File: config.mk
export PLATFORM = sky130hd
export DESIGN_NAME = lsu_ctrl_flat
export DESIGN_NICKNAME = d
export VERILOG_FILES = /design/src/rtl/lsu_pkg.sv /design/src/rtl/lsu_if.sv /design/src/rtl/lsu_align.sv /design/src/rtl/lsu_ctrl.sv /design/src/flat_wrapper.sv
export SDC_FILE = /design/constraint.sdc
export NUM_CORES = 1
export LEC_CHECK = 0
export CAP_MARGIN = 25
export CORE_UTILIZATION = 44
export CTS_BUF_LIST = sky130_fd_sc_hd__clkbuf_2 sky130_fd_sc_hd__clkbuf_4 sky130_fd_sc_hd__clkbuf_8
export DETAILED_ROUTE_END_ITERATION = 6
export MAX_ROUTING_LAYER = met4
export PLACE_DENSITY = 0.95
export SKIP_CTS_REPAIR_TIMING = 1
export SYNTH_ARGS = -nofsm -noshare
export SYNTH_HDL_FRONTEND = slang
export SYNTH_SLANG_ARGS = --single-unit
File: constraint.sdc
create_clock -name clk -period 2.55 [get_ports clk]
set_clock_uncertainty 0.1 [all_clocks]
set_input_delay 0.3825 -clock clk [delete_from_list [all_inputs] [get_ports clk]]
set_output_delay 0.3825 -clock clk [all_outputs]
set_load 0.05 [all_outputs]
File: src/rtl/lsu_pkg.sv
// lsu_pkg: width codes, FSM states and legality helper shared by the load/store unit
package lsu_pkg;
  localparam int DATA_WIDTH = 32;
  localparam int ADDR_WIDTH = 32;
  localparam logic [2:0] F3_B  = 3'b000;
  localparam logic [2:0] F3_H  = 3'b001;
  localparam logic [2:0] F3_W  = 3'b010;
  localparam logic [2:0] F3_BU = 3'b100;
  localparam logic [2:0] F3_HU = 3'b101;
  typedef enum logic [2:0] {IDLE, READ, MERGE, WRITE, RESP} state_t;
  typedef logic [1:0] lane_t;
  function automatic logic legal(input logic we, input logic [2:0] f3, input lane_t off);
    legal = (f3 == F3_B) || (!we && f3 == F3_BU) ||
            ((f3 == F3_H || (!we && f3 == F3_HU)) && !off[0]) ||
            (f3 == F3_W && off == 2'b00);
  endfunction
endpackage

File: src/rtl/lsu_if.sv
// lsu_if: request/response and word-memory signals of the load/store unit
interface lsu_if;
  import lsu_pkg::*;
  logic                  req_valid;
  logic                  req_ready;
  logic                  req_we;
  logic [2:0]            req_funct3;
  logic [ADDR_WIDTH-1:0] req_addr;
  logic [DATA_WIDTH-1:0] req_wdata;
  logic                  rsp_valid;
  logic [DATA_WIDTH-1:0] rsp_rdata;
  logic                  rsp_err;
  logic [ADDR_WIDTH-1:0] mem_addr;
  logic [DATA_WIDTH-1:0] mem_wdata;
  logic                  mem_rw;
  logic [DATA_WIDTH-1:0] mem_rdata;
  modport master (
    output req_valid, req_we, req_funct3, req_addr, req_wdata, mem_rdata,
    input  req_ready, rsp_valid, rsp_rdata, rsp_err, mem_addr, mem_wdata, mem_rw
  );
  modport slave (
    input  req_valid, req_we, req_funct3, req_addr, req_wdata, mem_rdata,
    output req_ready, rsp_valid, rsp_rdata, rsp_err, mem_addr, mem_wdata, mem_rw
  );
endinterface

File: src/rtl/lsu_align.sv
// lsu_align: little-endian load extract/extend and sub-word store merge
module lsu_align
  import lsu_pkg::*;
(
  input  logic [2:0]            funct3,
  input  lane_t                 off,
  input  logic [DATA_WIDTH-1:0] rdata,
  input  logic [DATA_WIDTH-1:0] wdata,
  output logic [DATA_WIDTH-1:0] ld_data,
  output logic [DATA_WIDTH-1:0] st_data
);
  logic [DATA_WIDTH-1:0] sh, mask, rep;
  always_comb begin
    sh = rdata >> {off, 3'b000};
    ld_data = funct3 == F3_B  ? {{(DATA_WIDTH-8){sh[7]}}, sh[7:0]} :
              funct3 == F3_H  ? {{(DATA_WIDTH-16){sh[15]}}, sh[15:0]} :
              funct3 == F3_BU ? {{(DATA_WIDTH-8){1'b0}}, sh[7:0]} :
              funct3 == F3_HU ? {{(DATA_WIDTH-16){1'b0}}, sh[15:0]} : rdata;
    mask = funct3 == F3_B ? 32'h0000_00FF << {off, 3'b000} :
           funct3 == F3_H ? 32'h0000_FFFF << {off[1], 4'b0000} : '1;
    rep = funct3 == F3_B ? {4{wdata[7:0]}} : funct3 == F3_H ? {2{wdata[15:0]}} : wdata;
    st_data = (rdata & ~mask) | (rep & mask);
  end
endmodule

File: src/rtl/lsu_ctrl.sv
// lsu_ctrl: one-at-a-time RV32I load/store sequencer onto a word-only memory
module lsu_ctrl
  import lsu_pkg::*;
(
  input logic  clk,
  input logic  rst_n,
  lsu_if.slave bus
);
  state_t                state_q, state_d;
  logic                  we_q, we_d, err_q, err_d, accept;
  logic [2:0]            f3_q, f3_d;
  logic [ADDR_WIDTH-1:0] addr_q, addr_d;
  logic [DATA_WIDTH-1:0] wdata_q, wdata_d, ld_data, st_data;
  lsu_align u_align (
    .funct3  (f3_q),
    .off     (addr_q[1:0]),
    .rdata   (bus.mem_rdata),
    .wdata   (wdata_q),
    .ld_data (ld_data),
    .st_data (st_data)
  );
  always_comb begin
    accept  = bus.req_valid && state_q == IDLE;
    we_d    = accept ? bus.req_we : we_q;
    f3_d    = accept ? bus.req_funct3 : f3_q;
    addr_d  = accept ? bus.req_addr : addr_q;
    wdata_d = accept ? bus.req_wdata : wdata_q;
    err_d   = accept ? !legal(bus.req_we, bus.req_funct3, bus.req_addr[1:0]) : err_q;
    state_d = state_q;
    case (state_q)
      IDLE:         state_d = !accept ? IDLE : err_d ? RESP :
                              (bus.req_we && bus.req_funct3 == F3_W) ? WRITE : READ;
      READ:         state_d = we_q ? MERGE : RESP;
      MERGE, WRITE: state_d = RESP;
      default:      state_d = IDLE;
    endcase
  end
  always_ff @(posedge clk or negedge rst_n) begin
    if (!rst_n) begin
      state_q <= IDLE;
      we_q    <= 1'b0;
      err_q   <= 1'b0;
      f3_q    <= '0;
      addr_q  <= '0;
      wdata_q <= '0;
    end else begin
      state_q <= state_d;
      we_q    <= we_d;
      err_q   <= err_d;
      f3_q    <= f3_d;
      addr_q  <= addr_d;
      wdata_q <= wdata_d;
    end
  end
  assign bus.req_ready = state_q == IDLE;
  assign bus.rsp_valid = state_q == RESP;
  assign bus.rsp_err   = bus.rsp_valid && err_q;
  assign bus.rsp_rdata = (bus.rsp_valid && !we_q && !err_q) ? ld_data : '0;
  assign bus.mem_addr  = {addr_q[ADDR_WIDTH-1:2], 2'b00};
  assign bus.mem_rw    = state_q == MERGE || state_q == WRITE;
  assign bus.mem_wdata = state_q == MERGE ? st_data : state_q == WRITE ? wdata_q : '0;
endmodule

File: src/flat_wrapper.sv
// flat-port wrapper written by rule: the top's interface ports become plain ports
module lsu_ctrl_flat import lsu_pkg::*;
  (clk, rst_n, bus_req_valid, bus_req_we, bus_req_funct3, bus_req_addr, bus_req_wdata, bus_mem_rdata, bus_req_ready, bus_rsp_valid, bus_rsp_rdata, bus_rsp_err, bus_mem_addr, bus_mem_wdata, bus_mem_rw);
  lsu_if bus_i ();
  input logic clk;
  input logic rst_n;
  input wire logic [$bits(bus_i.req_valid)-1:0] bus_req_valid;
  input wire logic [$bits(bus_i.req_we)-1:0] bus_req_we;
  input wire logic [$bits(bus_i.req_funct3)-1:0] bus_req_funct3;
  input wire logic [$bits(bus_i.req_addr)-1:0] bus_req_addr;
  input wire logic [$bits(bus_i.req_wdata)-1:0] bus_req_wdata;
  input wire logic [$bits(bus_i.mem_rdata)-1:0] bus_mem_rdata;
  output wire logic [$bits(bus_i.req_ready)-1:0] bus_req_ready;
  output wire logic [$bits(bus_i.rsp_valid)-1:0] bus_rsp_valid;
  output wire logic [$bits(bus_i.rsp_rdata)-1:0] bus_rsp_rdata;
  output wire logic [$bits(bus_i.rsp_err)-1:0] bus_rsp_err;
  output wire logic [$bits(bus_i.mem_addr)-1:0] bus_mem_addr;
  output wire logic [$bits(bus_i.mem_wdata)-1:0] bus_mem_wdata;
  output wire logic [$bits(bus_i.mem_rw)-1:0] bus_mem_rw;
  assign bus_i.req_valid = bus_req_valid;
  assign bus_i.req_we = bus_req_we;
  assign bus_i.req_funct3 = bus_req_funct3;
  assign bus_i.req_addr = bus_req_addr;
  assign bus_i.req_wdata = bus_req_wdata;
  assign bus_i.mem_rdata = bus_mem_rdata;
  assign bus_req_ready = bus_i.req_ready;
  assign bus_rsp_valid = bus_i.rsp_valid;
  assign bus_rsp_rdata = bus_i.rsp_rdata;
  assign bus_rsp_err = bus_i.rsp_err;
  assign bus_mem_addr = bus_i.mem_addr;
  assign bus_mem_wdata = bus_i.mem_wdata;
  assign bus_mem_rw = bus_i.mem_rw;
  lsu_ctrl u_core (.clk(clk), .rst_n(rst_n), .bus(bus_i));
endmodule
==> flow_metrics.tcl, run 1 <==
set metrics [dict create \
    fin_cells 812 \
    cp.arrival_ps 2140 \
    hold_ws_ps 56.0 \
    cts_tree "built" \
    gr-total-overflow 0 \
    grt_pass1_wl_um 26300 \
    areaGrowthSynthToFinish_pct 69.6 \
    final_util_pct 77.5 \
    synth-simple-area-share_pct 10.5 \
    ir_worst_vdd_mv 0.576 \
    cts_sinks 72 \
    period_share_pct 103 \
    hold_path.class "input pin to async pin" \
    synth_seq_area_share_pct 38.0 \
    yosysUniqueCellTypes 49 \
    dpl.hpwl_um 13000 \
    tns_ps -610 \
    track_usage_pct 31.5 \
    synthXorXnorAreaFrac_pct 0 \
    worst_setup_path_end_kind "primary output" \
    dp_worst_setup_slack_ps -450 \
    core_area_mm2 0.0104 \
    placed_area_mm2 0.00738 \
    synthesis.area_mm2 0.00474 \
    root_buffer "clkbuf_8" \
    ys_ff_latch 72 \
    grt_start_max_net_pins 73 \
    cp_data_required_time_ps 2070 \
    placementRows 37 \
    report.final.hold_viol_count 0 \
    violations "setup timing" \
    via_count 4934 \
    status "complete, but fails checks" \
    htreeDepth 3 \
    die_height_um 106 \
    fin_ws_ps -69.1 \
    drc_errors 0 \
    slew_headroom_pct 38.4 \
    syn_avg_cell_area_um2 10.4 \
    wl_per_cell_um 23.7 \
    synthesis.instances 455 \
    maxSlewViolCount 0 \
    synth_compound_area_share_pct 17.4 \
    drt_iter0_drc 397 \
    async_flop_share_pct 100 \
    clk_latency_ps 350 \
    ioPinCount 203 \
    stdcell_area_mm2 0.00804 \
    yosysWarnings 0 \
    synthAdderAreaFrac_pct 0 \
    rsz0062_at_grt "true" \
    wirelength_um 19200 \
    ys.flop_type "dfrtp_1" \
    setup_viol 27 \
    cts_made_buffers 9 \
    finalCriticalPeriod_ps 2620 \
    firstDrtPassIters 4 \
    placedCellCount 769 \
    grt_pass1_vias 4849 \
    synth_edf_count 0 \
    cap_violations 0 \
    routed_via_density 6.08 \
    portBuffers 200 \
    antenna_found_initial 0 \
    p_leak_nw 3.43 \
    drive_gt1_share_pct 44.9 \
    cp-start-kind "register" \
    crit_fanout 11 \
    n_fill_cell 612 \
    synthMuxAreaShare_pct 24.8 \
    clockBufferDepth 2 \
    ant_nets 0 \
    power_density_mw_per_mm2 772 \
    fin_nets 774 \
    worst_pin_slew_ps 924 \
    synth_top_family_by_area "multiplexers" \
    dieArea_mm2 0.0112 \
    start_util_pct 45.7 \
    clk_pin_slew_worst_paths_ps 80 \
    dieWidth_um 106 \
    power_mw 6.21 \
    timing.fmax_mhz 382 \
    crit_type "register to primary output" \
    gp_congestion 0.999 \
]
routing by layer:
layer  vias up  GRT usage (%)  wire length [um]
met5         -              -                 0
met4         0           18.8              1200
met3       113           5.81              1830
met2       368           51.9              9400
met1      2397           35.8              6810
li1       2056              -                 -
report_power, final:
group / switching [mW] / leakage, nW / total, mW / internal, mW
combinational: 1.97 / 2.50 / 3.61 / 1.64
clock: 0.424 / 0.0858 / 0.788 / 0.365
sequential: 0.333 / 0.843 / 1.81 / 1.47
state kept, by name, summed over array words and instances (netlist names):
| signal | flops |
|---|---|
| u_core.f3_q | 3 |
| u_core.we_q | 1 |
| u_core.err_q | 1 |
| u_core.wdata_q | 32 |
| u_core.state_q | 3 |
| u_core.addr_q | 32 |
path summary, 6_finish.rpt:
check                                                  start  slack, ps                            end  cells after the start
max in group asynchronous                              rst_n       1610   u_core.addr_q[0]$_DFFE_PN0N_                      1
worst min register to register  u_core.addr_q[9]$_DFFE_PN0N_        410   u_core.addr_q[9]$_DFFE_PN0N_                      1
min in group clk                u_core.addr_q[9]$_DFFE_PN0N_        410   u_core.addr_q[9]$_DFFE_PN0N_                      1
worst min-delay path                                   rst_n         60  u_core.wdata_q[1]$_DFFE_PN0N_                      1
worst max register to register   u_core.state_q[2]$_DFF_PN0_        460  u_core.addr_q[11]$_DFFE_PN0N_                      6
worst max-delay path              u_core.f3_q[1]$_DFFE_PN0N_        -70              bus_rsp_rdata[11]                      6
worst max-delay path, cell delays in order (launching register included):
cell     delay (ps)
dfrtp_1         420
buf_12          160
buf_4           170
nor2_1          420
a22oi_1         240
a21oi_2         230
buf_12          160
cell type report:
cell class | instances | area, um^2 | area share [%]
repair buffers | 269 | 3170 | 39.4
inverters | 4 | 15.0 | 0.187
diodes | 1 | 2.50 | 0.0311
multi-input cells | 315 | 2710 | 33.8
well taps | 136 | 170 | 2.12
flip-flops and latches | 72 | 1810 | 22.5
clock buffers | 11 | 139 | 1.73
clock inverters | 4 | 22.5 | 0.280
logic make-up (layout without fill, tap and decap cells):
logic type / count (synthesis) / count (layout)
compound gates: 112 / 112
mux: 106 / 106
simple gates: 95 / 95
flops: 72 / 72
buf+inv: 69 / 288
other cells: 1 / 3
synthesized netlist by cell type, types with 4 or more instances:
master	count	area (um^2)
nand2_1	46	173
a21oi_1	11	55.1
a21o_1	19	143
a32o_1	9	90.1
buf_2	13	65.1
clkbuf_1	8	30.0
a22oi_1	21	158
mux2_2	80	901
inv_1	4	15.0
a22o_1	14	123
nor2b_1	9	56.3
mux2i_1	25	250
dfrtp_1	72	1800
nor2_1	8	30.0
o21ai_0	19	95.1
o211ai_1	8	60.1
or2_2	7	43.8
buf_4	40	300
nor3_1	4	20.0
layout by cell type (no fill, tap or decap), types with 14 or more instances in the layout:
master,Yosys,layout
mux2i_1,25,22
clkdlybuf4s50_1,0,129
buf_12,0,58
a22oi_1,21,19
nand2_1,46,45
buf_4,40,56
dfrtp_1,72,69
buf_6,2,19
a22o_1,14,14
mux2_2,80,80
Power figures use the tool's default switching activity.
==> inputs of run 2 (changes only) <==
Settings changed: CORE_UTILIZATION 44 to 50, DONT_BUFFER_PORTS from default to 1, PLACE_DENSITY 0.95 to 0.77.
==> run 2 against run 1 <==
The run still ends with setup timing left. Die area is 12% lower. Cell area down 23%. Via count down 22%. Final cell count fell by 24%. Utilization decreased by 11 points. First-iteration DRC count shrank 44%. Total power down 12%. Register-to-register slack better by 30 ps. Sequential share of layout area grew 6.9 points. Worst setup slack lost 5.7 ps. Global-route usage fell by 1.4 points. Critical path type unchanged. Highest routed layer unchanged.
==> flow_metrics.tcl, run 2 (same netlist as run 1, synthesis figures left out) <==
set metrics [dict create \
    ir_worst_vdd_mv 0.555 \
    slowest_delay_ps 450 \
    status "complete, but fails checks" \
    areaGrowthSynthToFinish_pct 29.9 \
    fin_nets 601 \
    dieWidth_um 99.4 \
    crit_type "register to primary output" \
    ant_nets 0 \
    met3_length_um 1670 \
    die_height_um 99.4 \
    dp_worst_setup_slack_ps -21.4 \
    cts_made_buffers 9 \
    finalCriticalPeriod_ps 2620 \
    gr-total-overflow 0 \
    track_usage_pct 30.2 \
    m1WireLength_um 5500 \
    final_util_pct 67.0 \
    root_buffer "clkbuf_8" \
    rsz0062_at_grt "true" \
    multi_input_area_mm2 0.00272 \
    maxSlewViolCount 0 \
    drive_gt1_share_pct 53.1 \
    portBuffers 0 \
    gp_congestion 0.870 \
    met2_length_um 7280 \
    grt_start_max_net_pins 73 \
    final_common_cell "mux2_2" \
    top_layer "met4" \
    crit_fanout 16 \
    cp_cell_sequence "buf_6, mux2_4, a221oi_4, nor4_4, buf_12, a21o_2, buf_12" \
    grt_pass1_wl_um 21700 \
    cap_violations 0 \
    placementRows 35 \
    drt_iter0_drc 221 \
    violations "setup timing" \
    antenna_found_initial 0 \
    setup_viol 18 \
    clk_latency_ps 350 \
    n_fill_cell 696 \
    dpl.hpwl_um 10900 \
    layout_common_cells "mux2_2 (79), dfrtp_1 (67), nand2_1 (45)" \
    routed_via_density 6.30 \
    firstDrtPassIters 5 \
    core_area_mm2 0.00920 \
    clockBufferDepth 2 \
    clk_pin_slew_worst_paths_ps 90 \
    grt_pass1_vias 3870 \
    hold_path.class "input pin to register" \
    start_util_pct 51.5 \
    wl_per_cell_um 24.1 \
    drc_errors 0 \
    fin_ws_ps -74.8 \
    cp-start-kind "register" \
    path_common_cell "buf_12" \
    reg_top3 "u_core.addr_q x32, u_core.wdata_q x32" \
    via_count 3870 \
    cp.arrival_ps 2140 \
    area.sequential_mm2 0.00181 \
    htreeDepth 3 \
    cp_data_required_time_ps 2070 \
    power_density_mw_per_mm2 887 \
    period_share_pct 103 \
    ioPinCount 203 \
    timing.fmax_mhz 381 \
    placedCellCount 584 \
    cts_sinks 72 \
    wirelength_um 14800 \
    p_leak_nw 2.65 \
    fin_cells 614 \
    antenna_cells 0 \
    cts_tree "built" \
    cp_slowest_cell "dfrtp_2" \
    dieArea_mm2 0.00987 \
    report.final.hold_viol_count 0 \
    worst_setup_path_end_kind "primary output" \
]
-- run 2: cell count changes in the layout (fill, tap and decap cells not counted), sizes merged --
cell / delta
clkinv: -2
clkbuf: -2
clkdlybuf4s50: -129
clkinvlp: +1
buf: -41
dlymetal6s2s: -4
diode: -1
inv: +4
dlygate4sd3: +1
-- run 2: critical path: cells and delay by family (launching register included) --
family          cells  cell delay [ps]
mux                 1              310
simple gates        1               70
buf+inv             3              440
flops               1              450
compound gates      2              520
-- run 2: final timing paths --
| path | startpoint | end | slack, ps | depth (start not counted) |
|---|---|---|---|---|
| worst max-delay path | u_core.addr_q[0]$_DFFE_PN0N_ | bus_rsp_rdata[23] | -70 | 7 |
| worst min-delay path | bus_req_addr[1] | u_core.addr_q[1]$_DFFE_PN0N_ | 50 | 2 |
| worst max register to register | u_core.state_q[0]$_DFF_PN0_ | u_core.wdata_q[27]$_DFFE_PN0N_ | 490 | 5 |
| worst min register to register | u_core.wdata_q[18]$_DFFE_PN0N_ | u_core.wdata_q[18]$_DFFE_PN0N_ | 450 | 1 |
| max in group asynchronous | rst_n | u_core.wdata_q[7]$_DFFE_PN0N_ | 1540 | 2 |
| min in group asynchronous | rst_n | u_core.addr_q[5]$_DFFE_PN0N_ | 470 | 2 |
-- run 2: area by class of cell --
type	count	area share (%)
multi-input cells	315	44.1
flip-flops and latches	72	29.4
repair buffers	96	21.0
well taps	111	2.26
clock buffers	9	2.01
clock inverters	7	0.996
inverters	4	0.244
-- run 2: power breakdown --
part	internal, mW	leakage (nW)	total, mW	switching [mW]
logic	1.12	1.73	2.29	1.17
clock network	0.372	0.0888	0.862	0.490
registers	1.47	0.840	2.31	0.846
-- run 2: stage by stage --
stage / total power, mW / hold slack [ps] / instance area [um^2] / setup TNS (ps)
global placement: 4.26 / -10.9 / 5620 / 0
global route: 5.71 / 56.3 / 6160 / -2260
CTS: 5.21 / -399 / 5800 / -10230
detailed placement: 4.33 / -10.7 / 5620 / -94.5
finish: 5.46 / 51.5 / 6160 / -793
floorplan: 3.95 / -13.1 / 4810 / -1940
-- run 2: per-layer routing --
layer | global-route usage, % | vias to the layer above
met5 | - | -
met3 | 8.71 | 36
met1 | 36.6 | 1870
li1 | - | 1711
met2 | 47.3 | 253
met4 | 12.3 | 0
==> inputs of run 3 (changes only) <==
Settings changed: SLEW_MARGIN from default to 20.
==> results of run 3 <==
The final DEF is identical to that of run 2; final timing and power are the same.
